**config.mk**
```make
export PLATFORM = sky130hd
export DESIGN_NAME = mem_port_sequencer
export DESIGN_NICKNAME = d
export VERILOG_FILES = /design/src/rtl/mem_port_sequencer_pkg.sv /design/src/rtl/mem_port_sequencer_wb_reg.sv /design/src/rtl/mem_port_sequencer.sv
export SDC_FILE = /design/constraint.sdc
export NUM_CORES = 1
export LEC_CHECK = 0
export CORE_MARGIN = 2
export CORE_UTILIZATION = 25
export CTS_CLUSTER_DIAMETER = 80
export CTS_CLUSTER_SIZE = 40
export DETAILED_ROUTE_END_ITERATION = 12
export GPL_TIMING_DRIVEN = 1
export SLEW_MARGIN = 10
export SYNTH_ARGS = -nofsm -noshare
export SYNTH_HDL_FRONTEND = slang
export SYNTH_HIERARCHICAL = 1
export SYNTH_SLANG_ARGS = --single-unit
```
**constraint.sdc**
```tcl
create_clock -name clk -period 2.55 [get_ports clk]
set_clock_uncertainty 0.05 [all_clocks]
set_input_delay 0.3825 -clock clk [delete_from_list [all_inputs] [get_ports clk]]
set_output_delay 0.3825 -clock clk [all_outputs]
set_load 0.02 [all_outputs]
```
**src/rtl/mem_port_sequencer_pkg.sv**
```systemverilog
// Shared types and defaults for the dual-slot memory port sequencer.
// Holds width defaults, FSM encodings and the memory-op decode helper.
package mem_port_sequencer_pkg;

    localparam int D_WIDTH_DEF  = 32;
    localparam int WA_WIDTH_DEF = 4;

    typedef enum logic {
        ST_ISSUE  = 1'b0,
        ST_SECOND = 1'b1
    } state_e;

    function automatic logic is_mem_op(input logic memtoreg, input logic memwrite);
        return memtoreg | memwrite;
    endfunction

endpackage

```
**src/rtl/mem_port_sequencer_wb_reg.sv**
```systemverilog
// Dual-slot MEM/WB pipeline register with bubble insertion.
// Bubble clears both RegWrite bits; load captures both slots.
module mem_wb_reg #(
    parameter int D_WIDTH  = 32,
    parameter int WA_WIDTH = 4
) (
    input  logic                clk,
    input  logic                rst,
    input  logic                load_i,
    input  logic                bubble_i,
    input  logic                regwrite1_i,
    input  logic [D_WIDTH-1:0]  result1_i,
    input  logic [WA_WIDTH-1:0] wa1_i,
    input  logic                regwrite2_i,
    input  logic [D_WIDTH-1:0]  result2_i,
    input  logic [WA_WIDTH-1:0] wa2_i,
    output logic                regwrite1_o,
    output logic [D_WIDTH-1:0]  result1_o,
    output logic [WA_WIDTH-1:0] wa1_o,
    output logic                regwrite2_o,
    output logic [D_WIDTH-1:0]  result2_o,
    output logic [WA_WIDTH-1:0] wa2_o
);

    always_ff @(posedge clk or posedge rst) begin
        if (rst) begin
            regwrite1_o <= 1'b0;
            result1_o   <= '0;
            wa1_o       <= '0;
            regwrite2_o <= 1'b0;
            result2_o   <= '0;
            wa2_o       <= '0;
        end else if (bubble_i) begin
            regwrite1_o <= 1'b0;
            regwrite2_o <= 1'b0;
        end else if (load_i) begin
            regwrite1_o <= regwrite1_i;
            result1_o   <= result1_i;
            wa1_o       <= wa1_i;
            regwrite2_o <= regwrite2_i;
            result2_o   <= result2_i;
            wa2_o       <= wa2_i;
        end
    end

endmodule

```
**src/rtl/mem_port_sequencer.sv**
```systemverilog
// Serialises two M-stage slots onto one data-memory port (1 stall when both access).
// Optional MEM_STALL_CNT_EN adds a saturating 16-bit stall-cycle counter output.
module mem_port_sequencer
    import mem_port_sequencer_pkg::*;
#(
    parameter int D_WIDTH  = D_WIDTH_DEF,
    parameter int WA_WIDTH = WA_WIDTH_DEF
) (
    input  logic                clk,
    input  logic                rst,
    input  logic                i_RegWrite1M,
    input  logic                i_MemtoReg1M,
    input  logic                i_MemWrite1M,
    input  logic [D_WIDTH-1:0]  i_ALUResult1M,
    input  logic [D_WIDTH-1:0]  i_WriteData1M,
    input  logic [WA_WIDTH-1:0] i_WA1M,
    input  logic                i_RegWrite2M,
    input  logic                i_MemtoReg2M,
    input  logic                i_MemWrite2M,
    input  logic [D_WIDTH-1:0]  i_ALUResult2M,
    input  logic [D_WIDTH-1:0]  i_WriteData2M,
    input  logic [WA_WIDTH-1:0] i_WA2M,
    output logic                o_dm_en,
    output logic                o_dm_we,
    output logic [D_WIDTH-1:0]  o_dm_addr,
    output logic [D_WIDTH-1:0]  o_dm_wdata,
    input  logic [D_WIDTH-1:0]  i_dm_rdata,
    output logic                o_stall,
    output logic                o_RegWrite1W,
    output logic [D_WIDTH-1:0]  o_Result1W,
    output logic [WA_WIDTH-1:0] o_WA1W,
    output logic                o_RegWrite2W,
    output logic [D_WIDTH-1:0]  o_Result2W,
    output logic [WA_WIDTH-1:0] o_WA2W
`ifdef MEM_STALL_CNT_EN
    ,output logic [15:0]        o_stall_cnt
`endif
);

    state_e               state_q, state_d;
    logic [D_WIDTH-1:0]   hold_q, hold_d;
    logic                 mem1, mem2, dual;
    logic                 sel2, dm_en, stall, bubble;
    logic [D_WIDTH-1:0]   res1, res2;

    assign mem1 = is_mem_op(i_MemtoReg1M, i_MemWrite1M);
    assign mem2 = is_mem_op(i_MemtoReg2M, i_MemWrite2M);
    assign dual = mem1 & mem2;

    always_ff @(posedge clk or posedge rst) begin
        if (rst) begin
            state_q <= ST_ISSUE;
            hold_q  <= '0;
        end else begin
            state_q <= state_d;
            hold_q  <= hold_d;
        end
    end

    always_comb begin
        state_d = ST_ISSUE;
        unique case (state_q)
            ST_ISSUE:  state_d = dual ? ST_SECOND : ST_ISSUE;
            ST_SECOND: state_d = ST_ISSUE;
            default:   state_d = ST_ISSUE;
        endcase
    end

    // Stall is masked during reset so an aborted pair never holds upstream.
    always_comb begin
        sel2   = 1'b0;
        dm_en  = 1'b0;
        stall  = 1'b0;
        bubble = 1'b0;
        hold_d = hold_q;
        res1   = i_MemtoReg1M ? i_dm_rdata : i_ALUResult1M;
        res2   = i_MemtoReg2M ? i_dm_rdata : i_ALUResult2M;
        unique case (state_q)
            ST_ISSUE: begin
                if (dual) begin
                    dm_en  = 1'b1;
                    stall  = ~rst;
                    bubble = 1'b1;
                    hold_d = i_dm_rdata;
                end else if (mem1) begin
                    dm_en = 1'b1;
                end else if (mem2) begin
                    dm_en = 1'b1;
                    sel2  = 1'b1;
                end
            end
            ST_SECOND: begin
                dm_en = 1'b1;
                sel2  = 1'b1;
                res1  = i_MemtoReg1M ? hold_q : i_ALUResult1M;
            end
            default: ;
        endcase
    end

    assign o_stall    = stall;
    assign o_dm_en    = dm_en;
    assign o_dm_we    = dm_en & (sel2 ? i_MemWrite2M : i_MemWrite1M);
    assign o_dm_addr  = sel2 ? i_ALUResult2M : i_ALUResult1M;
    assign o_dm_wdata = sel2 ? i_WriteData2M : i_WriteData1M;

    mem_wb_reg #(
        .D_WIDTH  (D_WIDTH),
        .WA_WIDTH (WA_WIDTH)
    ) u_wb (
        .clk         (clk),
        .rst         (rst),
        .load_i      (1'b1),
        .bubble_i    (bubble),
        .regwrite1_i (i_RegWrite1M),
        .result1_i   (res1),
        .wa1_i       (i_WA1M),
        .regwrite2_i (i_RegWrite2M),
        .result2_i   (res2),
        .wa2_i       (i_WA2M),
        .regwrite1_o (o_RegWrite1W),
        .result1_o   (o_Result1W),
        .wa1_o       (o_WA1W),
        .regwrite2_o (o_RegWrite2W),
        .result2_o   (o_Result2W),
        .wa2_o       (o_WA2W)
    );

`ifdef MEM_STALL_CNT_EN
    logic [15:0] stall_cnt_q, stall_cnt_d;

    always_comb begin
        stall_cnt_d = stall_cnt_q;
        if (stall && stall_cnt_q != 16'hFFFF) stall_cnt_d = stall_cnt_q + 16'd1;
    end

    always_ff @(posedge clk or posedge rst) begin
        if (rst) stall_cnt_q <= '0;
        else     stall_cnt_q <= stall_cnt_d;
    end

    assign o_stall_cnt = stall_cnt_q;
`endif

endmodule

```
# After elaboration in Yosys (flattened, before gate mapping)
# Cells that the tools add are included.
# Widths: inputs -> output; s select.
[totals] reg_bits=107 inputBits=176
[classes] n_mux=21 n_bitwise=6 reduce_logical=1
[ops] op="$mux 32" count=6
[ops] op="$mux 1" count=12
[ops] op="$pmux 1 s2" count=3
[ops] op="$and 1x1->1" count=2
[ops] op="$not 1->1" count=2
[ops] op="$or 1x1->1" count=2
[ops] op="$reduce_and 2->1" count=1

# Logic depth before layout (Yosys ltp)
# Gate-level depths: netlist of the first run.
[logic_depth] word_depth=7 mapped_depth=8 mapped_depth_nobuf=4

# Modules after synthesis
# Netlist of the first run, hierarchy kept.
[modules_own_cells] mod="mem_wb_reg" n_inst=1 cells_per_inst=160 area_each_um2=3130.5
[modules_own_cells] mod="mem_port_sequencer" n_inst=1 cells_per_inst=294 area_each_um2=3091.7

# Worst setup path after synthesis of the first run
# Ideal clock, no wire load.
[synth_timing] kind="input to output" start="input port i_MemtoReg2M" end="output port o_dm_addr[10]" arrival_ns=1.658 path_slack_ns=0.459 stages=5 n_path_buf=2 path_cell_list="buf_2 or2_1 a21oi_4 buf_6 mux2_1"
[synth_via] elab_chain_len=6 elab_cells_between_ends=7
[synth_lines] element="start, declared" line_no="mem_port_sequencer.sv:18" source="input logic i_MemtoReg2M,"
[synth_lines] element="$or 1x1->1 (*)" line_no="mem_port_sequencer_pkg.sv:14" source="return memtoreg | memwrite;"
[synth_lines] element="$mux 1" line_no="mem_port_sequencer.sv:87" source="end else if (mem2) begin"
[synth_lines] element="$mux 1" line_no="mem_port_sequencer.sv:85" source="end else if (mem1) begin"
[synth_lines] element="$mux 1 (*)" line_no="mem_port_sequencer.sv:80" source="if (dual) begin"
[synth_lines] element="$pmux 1 s2 (*)" line_no="mem_port_sequencer.sv:78" source="unique case (state_q)"
[synth_lines] element="$mux 32 (*)" line_no="mem_port_sequencer.sv:104" source="assign o_dm_addr = sel2 ? i_ALUResult2M : i_ALUResult1M;"
[synth_lines] element="end, declared" line_no="mem_port_sequencer.sv:25" source="output logic [D_WIDTH-1:0] o_dm_addr,"
# Every way passes the cells marked *; elsewhere a longest branch is shown, timed or not.

# Worst setup path after layout of the first run
[layout_timing] start="input port i_MemWrite2M" end="output port o_dm_wdata[5]"
[layout_via] elab_chain_len=6 elab_cells_between_ends=7
[layout_lines] element="start, declared" line_no="mem_port_sequencer.sv:19" source="input logic i_MemWrite2M,"
[layout_lines] element="$or 1x1->1 (*)" line_no="mem_port_sequencer_pkg.sv:14"
[layout_lines] element="$mux 1" line_no="mem_port_sequencer.sv:87"
[layout_lines] element="$mux 1" line_no="mem_port_sequencer.sv:85"
[layout_lines] element="$mux 1 (*)" line_no="mem_port_sequencer.sv:80"
[layout_lines] element="$pmux 1 s2 (*)" line_no="mem_port_sequencer.sv:78"
[layout_lines] element="$mux 32 (*)" line_no="mem_port_sequencer.sv:105" source="assign o_dm_wdata = sel2 ? i_WriteData2M : i_WriteData1M;"
[layout_lines] element="end, declared" line_no="mem_port_sequencer.sv:26" source="output logic [D_WIDTH-1:0] o_dm_wdata,"
# Marked as above.

==> results of run 1 <==
-- layout make-up --
class / instances / share of cell area [%]
timing repair buffer: 344 / 34.3
tap: 324 / 3.98
multi-input combinational: 313 / 32.0
clock inverter: 6 / 0.935
clock buffer: 10 / 2.25
sequential: 107 / 26.3
inverter: 4 / 0.160
-- kinds of logic after synthesis --
logic type	synth area share, %
mux	45.9
flops	43.0
simple gates	2.88
buf+inv	5.15
compound gates	3.00
other cells	0.0603
-- flip-flops by register name, indices dropped and copies added, names as in the netlist --
name	cells
u_wb/wa2_o	4
u_wb/regwrite2_o	1
u_wb/wa1_o	4
u_wb/regwrite1_o	1
u_wb/result2_o	32
u_wb/result1_o	32
hold_q	32
state_q	1
-- layout by cell type, fill, tap and decap left out, drive strengths merged, types with 2 or more instances in the layout --
cell type,count
nor2,36
dlymetal6s2s,2
dfrtp,107
o21ai,2
clkdlybuf4s50,247
bufbuf,2
mux2,200
inv,5
clkbuf,10
a21oi,33
clkinv,3
mux2i,34
conb,3
buf,67
clkdlybuf4s15,13
bufinv,2
dlygate4sd2,13
-- stage by stage --
step | hold slack (ns) | worst slack, ns | util [%] | area [µm²] | instances
after floorplan | 0.430 | 0.236 | - | 6230 | 456
after global placement | 0.439 | -0.422 | 40.1 | 9770 | 1083
after detailed placement | 0.441 | -0.430 | 40.1 | 9770 | 1083
after CTS | 0.394 | 0.00267 | 41.8 | 10200 | 1109
after global routing | 0.433 | -0.0139 | 41.7 | 10200 | 1108
final | 0.400 | 0.0664 | 41.7 | 10200 | 1108
-- worst max-delay path: cells and delay by family --
family	cells	cell delay, ns
mux	1	0.32
simple gates	1	0.24
compound gates	1	0.15
buf+inv	5	0.94
-- worst max-delay path by stage --
| stage | start | to | slack, ns |
|---|---|---|---|
| global route | i_MemWrite2M | o_dm_wdata[5] | -0.01 |
| finish | i_MemWrite2M | o_dm_wdata[5] | 0.07 |
| global placement | i_MemWrite2M | o_dm_wdata[22] | -0.42 |
| detailed placement | i_MemWrite2M | o_dm_wdata[22] | -0.43 |
| floorplan | rst | u_wb/regwrite1_o | 0.24 |
| CTS | i_MemWrite1M | o_dm_addr[20] | 0.003 |
-- metal layers --
metal	GRT usage (%)	routed length, µm	up-vias
met4	3.30	163	0
met2	27.2	9970	215
met5	0	0	-
met1	18.9	8690	2403
li1	-	-	2280
met3	4.32	1670	9
-- power breakdown --
group / total, W / internal, W / switching (W)
clock: 0.00155 / 0.000874 / 0.000672
sequential: 0.00225 / 0.00206 / 0.000196
combinational: 0.00279 / 0.00159 / 0.00120
total: 0.00659 / 0.00452 / 0.00207
-- what timing repair did --
item / 4_1_cts / 5_1_grt
setup endpoints to repair: 64 / 45
pin swaps: 2 / 1
setup buffers: 7 / 0
gates resized for setup: 215 / 17
cloned: 4 / 0
==> flow_metrics.tcl, run 1 <==
set metrics [dict create \
    slack_of_the_worst_reg_to_reg_path_ns 0.66 \
    largest_net_degree_at_the_start_of_global_routing 65 \
    synth_area_um2 6220 \
    drtIter0Drc 108 \
    number_of_diodes 0 \
    synthTopCellsByArea "sky130_fd_sc_hd__dfrtp_1, sky130_fd_sc_hd__mux2_4, sky130_fd_sc_hd__mux2_2" \
    drcViolationCount 0 \
    final_net_count 955 \
    max-slew-margin-rel_pct 46.0 \
    route.vias.total 4907 \
    cts_max_level 3 \
    netlist-cell-type-count 21 \
    worst_path_max_fanout 6 \
    layout-drive-gt1-share_pct 31.9 \
    final.period_utilization_pct 97.4 \
    drt-wirelength-per-cell_um 18.5 \
    clkLatencyLatePin_ns 0.35 \
    cp_cell_sequence "dlygate4sd2_1 -> or2_4 -> a21oi_4 -> buf_12 -> buf_8 -> bufbuf_16 -> mux2_1 -> buf_2" \
    first_global_vias 5313 \
    cts-buffers-inserted 9 \
    slew_viol_final 0 \
    design.portCount 317 \
    outcome "completed" \
    crit_path_top_delay_cell "sky130_fd_sc_hd__mux2_1" \
    detail_route.first_pass.iterations 4 \
    worst_pin_slew_ns 0.808 \
    syn-instance-count 454 \
    dieWidth_um 162 \
    worstReg2RegEnd "u_wb/result2_o[8]" \
    num_rows 57 \
    yosys.cell_count.top_type "sky130_fd_sc_hd__dfrtp_1" \
    number_of_flops_mapped_to_enable_cells_by_yosys 0 \
    reg2reg_depth 6 \
    hp-class "in2async" \
    core_area_um2 24400 \
    worst_setup_path_start_kind "primary input" \
    power.total_w 0.00659 \
    worstReg2RegStart "state_q" \
    clk_pin_slew_worst_setup_hold_paths_ns 0.08 \
    nFillCells 2367 \
    floorplan.die_area_um2 26200 \
    synthArstFlopShare_pct 100 \
    synthTopCellsByCount "sky130_fd_sc_hd__dfrtp_1, sky130_fd_sc_hd__mux2_2, sky130_fd_sc_hd__mux2_4, sky130_fd_sc_hd__mux2_1, sky130_fd_sc_hd__nor2_1" \
    cts_sinks 107 \
    final_period_minus_worst_setup_slack_ns 2.48 \
    place.port_buffers 316 \
    finalWirelength_mm 20.5 \
    post_synth.cell_area_avg_um2 13.7 \
    number_of_antenna_violations_at_the_first_check_in_global_routing 0 \
    finalHoldViolations 0 \
    cts_tree "done" \
    fp.dieH_um 162 \
    cp_slowest_stage_delay_ns 0.32 \
    cts_hold_buffers 0 \
    dp_hpwl_mm 14.7 \
    weighted_congestion_reported_at_the_end_of_routability_driven_placement 0.754 \
    yosys_warnings 6 \
    critical_path_required_ns 2.12 \
    criticalPathCategory "in2out" \
    yosysTopAreaCellShare_pct 43.0 \
    rsz0062_at_grt "yes" \
    timing.fmax_mhz 403 \
    vias_per_cell 4.43 \
    finalSetupTns_ns 0 \
    grt.overflow.total 0 \
    grt_util_all_layers_pct 15.5 \
    floorplan.initialDensity_pct 25.5 \
    seqCellArea_um2 2680 \
    crit_arrival_ns 2.05 \
    leakage_nw 4.35 \
    grt_pass1_wl_mm 31.1 \
    ys_ff_latch 107 \
    clock_tree.root_cell "sky130_fd_sc_hd__clkbuf_16" \
    power-per-cell-area_nw_per_um2 647 \
    setup_viol_count_final 0 \
    max-vdd-ir-drop_uv 329 \
    area_growth_syn_to_layout_pct 63.5 \
    drv_cap 0 \
    worstSetupEndpointType "output pin" \
    multi_input_area_um2 3260 \
    postSynth.topFlopCell "sky130_fd_sc_hd__dfrtp_1" \
    seq_total_area_yosys_pct 43.0 \
    yosys.area.top_type "sky130_fd_sc_hd__dfrtp_1" \
    detail-route-antenna-nets 0 \
    clock_tree.buffer_depth 2 \
]
No activity file was read; power rests on OpenSTA's default activity.
==> run 2: changes to the inputs <==
Settings changed: CORE_MARGIN 2 to 1.
Clock period 2.55 ns to 2.1 ns, I/O delays scaled along.
==> run 2 against run 1 <==
The run now ends with setup timing left; sequential share of layout area about the same; wire length decreased by 1.5%; clock power increased by 5%; die area decreased by 2.5%; register-to-register slack got worse by 0.43 ns; sequential cell count unchanged; final area about the same; global-route usage increased by 0.45 points; cell count increased by 0.90%; hold slack improved by 0.012 ns; clock-buffer cell count increased by 1; non-clock buffer count increased by 9; highest routed layer unchanged.
==> flow_metrics.tcl, run 2 (synthesized netlist as in run 1, its figures left out) <==
set metrics [dict create \
    hp-class "in2async" \
    dp_hpwl_mm 14.6 \
    worst_setup_path_start_kind "primary input" \
    largest_net_degree_at_the_start_of_global_routing 39 \
    vias_per_cell 4.34 \
    final.period_utilization_pct 104 \
    weighted_congestion_reported_at_the_end_of_routability_driven_placement 0.818 \
    final_period_minus_worst_setup_slack_ns 2.19 \
    timing.fmax_mhz 456 \
    power-per-cell-area_nw_per_um2 765 \
    floorplan.die_area_um2 25500 \
    clkLatencyLatePin_ns 0.34 \
    cts_max_level 3 \
    worst_path_max_fanout 17 \
    clock_tree.buffer_depth 2 \
    cts_sinks 107 \
    final_net_count 964 \
    setup_viol_count_final 58 \
    clock_tree.root_cell "sky130_fd_sc_hd__clkbuf_16" \
    crit_arrival_ns 1.83 \
    route.vias.total 4852 \
    detail_route.first_pass.iterations 4 \
    grt_use_met2_pct 26.4 \
    fp.dieH_um 160 \
    design.portCount 317 \
    finalSetupTns_ns -3.03 \
    worst_pin_slew_ns 0.608 \
    rsz0062_at_grt "yes" \
    layout_commonest_cell "sky130_fd_sc_hd__clkdlybuf4s50_1" \
    area_growth_syn_to_layout_pct 63.5 \
    worstSetupEndpointType "output pin" \
    max-vdd-ir-drop_uv 350 \
    groute.layer.met3.usage_pct 3.84 \
    grt_pass1_wl_mm 31.1 \
    clk_pin_slew_worst_setup_hold_paths_ns 0.08 \
    cts_tree "done" \
    drv_cap 0 \
    number_of_antenna_violations_at_the_first_check_in_global_routing 1 \
    drt-wirelength-per-cell_um 18.1 \
    critical_path_required_ns 1.74 \
    worst_slack_ns -0.0941 \
    grt_most_used_layer "met2" \
    max-slew-margin-rel_pct 59.5 \
    num_rows 57 \
    violations_in_the_final_reports "setup timing" \
    leakage_nw 4.39 \
    layout-drive-gt1-share_pct 36.4 \
    outcome "finished, violations left" \
    drtIter0Drc 168 \
    mostFrequentLayoutCells "sky130_fd_sc_hd__clkdlybuf4s50_1, sky130_fd_sc_hd__dfrtp_1, sky130_fd_sc_hd__mux2_4" \
    place.port_buffers 316 \
    criticalPathCategory "in2out" \
    cts-buffers-inserted 9 \
    floorplan.initialDensity_pct 25.5 \
    finalHoldViolations 0 \
    core_area_um2 24400 \
    dieWidth_um 160 \
    grt.met1_usage_pct 20.4 \
    grt.overflow.total 0 \
    drcViolationCount 0 \
    finalWirelength_mm 20.2 \
    power.total_w 0.00778 \
    detail-route-antenna-nets 0 \
    grt_util_all_layers_pct 15.9 \
    reg.largest.list "hold_q (32), u_wb/result1_o (32), u_wb/result2_o (32)" \
    slew_viol_final 0 \
    first_global_vias 5207 \
]
-- run 2: cell types whose count changed in the layout (fill, tap and decap cells not counted), sizes merged, moves of 2 or more --
cell | previous run | this run
inv | 5 | 3
bufbuf | 2 | 0
dlygate4sd2 | 13 | 3
bufinv | 2 | 0
clkinvlp | 0 | 5
clkdlybuf4s15 | 13 | 1
dlymetal6s2s | 2 | 0
clkinv | 3 | 1
buf | 67 | 103
-- run 2: metal layers --
metal	part of all wire, %	up-vias
met5	0	-
met1	45	2333
met2	47	204
met3	6.7	15
li1	-	2300
met4	1.7	0
-- run 2: layout make-up --
class                           instances  area (µm²)
Clock buffer                           11         243
Antenna cell                            1        2.50
Timing Repair Buffer                  353        3460
Inverter                                4        18.8
Tap cell                              324         405
Sequential cell                       107        2680
Multi-Input combinational cell        313        3330
Clock inverter                          5        38.8
Fill cell                            2366       14200
-- run 2: worst paths after layout --
check / slack [ns] / endpoint / cells after the start / from
setup / recovery: -0.09 / o_dm_wdata[28] / 7 / i_MemWrite2M
hold / removal: 0.41 / hold_q[25] / 3 / rst
setup reg to reg: 0.23 / u_wb/result1_o[30] / 5 / state_q
hold reg to reg: 0.46 / hold_q[10] / 1 / hold_q[10]
max in group asynchronous: 1.13 / state_q / 4 / rst
min in group clk: 0.46 / hold_q[10] / 1 / hold_q[10]
-- run 2: power breakdown --
part | internal (W) | switching [W] | total (W) | leakage, nW
clock | 0.000841 | 0.000787 | 0.00163 | 0.124
sequential | 0.00250 | 0.000244 | 0.00274 | 1.24
combinational | 0.00195 | 0.00147 | 0.00341 | 3.02
-- run 2: metrics by stage --
step / utilization [%] / instance area, µm² / hold WS [ns] / std cells / setup WS, ns
3_3_place_gp: 40.3 / 9840 / 0.439 / 1093 / -0.727
3_5_place_dp: 40.3 / 9840 / 0.444 / 1093 / -0.739
4_1_cts: 41.2 / 10000 / 0.425 / 1117 / -0.208
2_1_floorplan: - / 6230 / 0.394 / 456 / 0.144
6_report: 41.7 / 10200 / 0.412 / 1118 / -0.0941
5_1_grt: 41.7 / 10200 / 0.452 / 1118 / -0.140
-- run 2: repair_timing --
action,in CTS,in global routing
hold endpoints to repair,0,0
buffers inserted,5,1
gates cloned,3,0
resized for setup,290,49
pin swaps,1,0
setup endpoints to repair,67,65
hold buffers,0,0
-- run 2: critical path: stages --
cell and delay, ns:
sky130_fd_sc_hd__clkdlybuf4s15_2 0.20, sky130_fd_sc_hd__or2_4 0.26, sky130_fd_sc_hd__a21oi_4 0.17, sky130_fd_sc_hd__buf_12 0.17, sky130_fd_sc_hd__buf_16 0.17, sky130_fd_sc_hd__mux2_1 0.35
sky130_fd_sc_hd__buf_2 0.16
==> run 3: changes to the inputs <==
Settings changed: ABC_AREA set to 1, CORE_MARGIN 1 to 2, CORE_UTILIZATION 25 to 37, PLACE_DENSITY set to 0.78.
==> run 3 against run 2 <==
The flow now finishes without violations; register-to-register slack improved by 0.25 ns; clock-buffer cell count decreased by 2; synthesized area increased by 2.2%; utilization increased by 19 points; non-clock buffer count increased by 15; global-route usage increased by 12 points; total power decreased by 0.88%; die area decreased by 28%; via count increased by 60%; final area decreased by 0.17%; highest routed layer unchanged.
==> flow_metrics.tcl, run 3 <==
set metrics [dict create \
    drtIter0Drc 538 \
    outcome "completed" \
    cp_slowest_stage_delay_ns 0.51 \
    seq_total_area_yosys_pct 42.1 \
    synthTopCellsByCount "sky130_fd_sc_hd__nand2_1, sky130_fd_sc_hd__nand3_1, sky130_fd_sc_hd__dfrtp_1, sky130_fd_sc_hd__o21ai_0, sky130_fd_sc_hd__nor2_1" \
    critical_path_required_ns 1.74 \
    pre_cts_slack_ns -0.400 \
    multi_input_area_um2 3260 \
    worst_slack_ns 0.0480 \
    drv_cap 0 \
    layout_commonest_cell "sky130_fd_sc_hd__nand2_1" \
    area_growth_syn_to_layout_pct 59.7 \
    rsz0062_at_grt "yes" \
    synth_area_um2 6360 \
    ys_ff_latch 107 \
    cts_sinks 107 \
    first_global_vias 7530 \
    slew_viol_final 0 \
    crit_path_top_delay_cell "sky130_fd_sc_hd__clkdlybuf4s50_1" \
    final_period_minus_worst_setup_slack_ns 2.05 \
    placed_cell_area_um2 9890 \
    netlist-cell-type-count 17 \
    floorplan.die_area_um2 18300 \
    finalWirelength_mm 26.5 \
    fin_worst_hold_slack_ns 0.423 \
    largest_net_degree_at_the_start_of_global_routing 75 \
    power-per-cell-area_nw_per_um2 760 \
    clk_pin_slew_worst_setup_hold_paths_ns 0.07 \
    power.total_w 0.00771 \
    drt-wirelength-per-cell_um 18.0 \
    detail-route-antenna-nets 0 \
    weighted_congestion_reported_at_the_end_of_routability_driven_placement 0.878 \
    clock_tree.buffer_depth 2 \
    clkLatencyLatePin_ns 0.36 \
    drcViolationCount 0 \
    grt.overflow.total 0 \
    grt_pass1_wl_mm 40.1 \
    cts-buffers-inserted 9 \
    nFillCells 1575 \
    final_net_count 1424 \
    synthTopCellsByArea "sky130_fd_sc_hd__dfrtp_1, sky130_fd_sc_hd__nand2_1, sky130_fd_sc_hd__nand3_1" \
    layout-drive-gt1-share_pct 12.0 \
    leakage_nw 5.13 \
    number_of_diodes 0 \
    timing.fmax_mhz 487 \
    seqCellArea_um2 2680 \
    yosys_warnings 6 \
    criticalPathCategory "in2out" \
    dp_hpwl_mm 18.2 \
    design_area_um2 10200 \
    num_rows 47 \
    dieWidth_um 135 \
    cpLargestDelayFamily "buffers and inverters" \
    cts_max_level 3 \
    yosys.area.top_type "sky130_fd_sc_hd__dfrtp_1" \
    yosys.cell_count.top_type "sky130_fd_sc_hd__nand2_1" \
    vias_per_cell 5.28 \
    crit_arrival_ns 1.69 \
    hp-class "reg2reg" \
    finalSetupTns_ns 0 \
    finalHoldViolations 0 \
    worst_path_max_fanout 4 \
    reg.largest.list "hold_q (32), u_wb/result1_o (32), u_wb/result2_o (32)" \
    post_synth.cell_area_avg_um2 6.74 \
    postSynth.topFlopCell "sky130_fd_sc_hd__dfrtp_1" \
    detail_route.first_pass.iterations 6 \
    core_area_um2 16700 \
    synthArstFlopShare_pct 100 \
    fp.dieH_um 135 \
    number_of_antenna_violations_at_the_first_check_in_global_routing 0 \
    setup_viol_count_final 0 \
    design.portCount 317 \
    number_of_flops_mapped_to_enable_cells_by_yosys 0 \
    clock_tree.root_cell "sky130_fd_sc_hd__clkbuf_16" \
    worstSetupEndpointType "output pin" \
    yosysTopAreaCellShare_pct 42.1 \
    floorplan.initialDensity_pct 38.1 \
    final.period_utilization_pct 97.7 \
    cts_hold_buffers 0 \
    cp_cell_sequence "clkdlybuf4s50_1 -> inv_2 -> nand2_4 -> buf_4 -> nand3_2 -> nor2_1 -> dlygate4sd2_1" \
    critPathBufInv 4 \
    syn-instance-count 943 \
    mostFrequentLayoutCells "sky130_fd_sc_hd__nand2_1, sky130_fd_sc_hd__clkdlybuf4s50_1, sky130_fd_sc_hd__nand3_1" \
    cts_tree "done" \
    grt_util_all_layers_pct 28.3 \
    route.vias.total 7783 \
    max-vdd-ir-drop_uv 497 \
    worst_setup_path_start_kind "primary input" \
    place.port_buffers 316 \
]
run 3: changes by cell type after synthesis, moves of 27 or more:
cell,previous run,this run
sky130_fd_sc_hd__nand2_1,0,405
sky130_fd_sc_hd__nand3_1,0,235
sky130_fd_sc_hd__mux2_2,70,0
sky130_fd_sc_hd__mux2_4,70,0
sky130_fd_sc_hd__mux2_1,60,0
sky130_fd_sc_hd__o21ai_0,2,55
sky130_fd_sc_hd__mux2i_1,34,0
sky130_fd_sc_hd__a21oi_1,32,0
sky130_fd_sc_hd__buf_4,0,27
run 3: cell families after synthesis:
group / synth area share [%]
and+or+nand+nor: 45.5
DFF: 42.1
buffers and inverters: 7.18
AOI/OAI and AO/OA: 5.12
other: 0.0590
run 3: worst paths after layout:
check | from | cells after the start | slack (ns) | endpoint
max in group asynchronous | rst | 4 | 1.19 | u_wb/result2_o[5]
worst max-delay path | i_MemWrite2M | 7 | 0.05 | o_stall
worst min-delay path | u_wb/result1_o[4] | 2 | 0.42 | u_wb/result1_o[4]
worst max register to register | state_q | 10 | 0.48 | u_wb/result1_o[15]
min in group asynchronous | rst | 4 | 0.47 | hold_q[30]
worst min register to register | u_wb/result1_o[4] | 2 | 0.42 | u_wb/result1_o[4]
run 3: timing repair:
| action | CTS | global route |
|---|---|---|
| endpoints found under the setup margin | 67 | 47 |
| setup buffers | 4 | 0 |
| gates cloned | 2 | 2 |
| gates resized for setup | 204 | 45 |
run 3: tightest hold or removal path, delay by kind of cell (launching register included):
| kind | cells | cell delay (ns) |
|---|---|---|
| and+or+nand+nor | 2 | 0.09 |
| DFF | 1 | 0.35 |
run 3: power by group:
| group | leakage (nW) | switching [W] | internal (W) |
|---|---|---|---|
| logic | 3.65 | 0.00178 | 0.00142 |
| registers | 1.33 | 0.000207 | 0.00244 |
| clock network | 0.152 | 0.000819 | 0.00105 |
run 3: per-stage QoR:
stage	cells	util [%]
2_1_floorplan	946	-
3_3_place_gp	1449	59.2
3_5_place_dp	1449	59.2
4_1_cts	1471	61.6
5_1_grt	1473	60.8
6_report	1473	60.8
run 3: final cells by class:
cell class                      instances  share of cell area, %
Tap cell                              220                   2.71
Timing Repair Buffer                  368                   35.2
Multi-Input combinational cell        753                   32.1
Clock buffer                            9                   2.22
Clock inverter                          7                  0.961
Sequential cell                       107                   26.4
Inverter                                9                  0.419
run 3: metal layers:
layer | GRT usage, % | share of wire (%)
met4 | 12.4 | 3.8
met2 | 49.2 | 49
met5 | 0 | 0
met1 | 34.5 | 40
met3 | 4.62 | 7.0
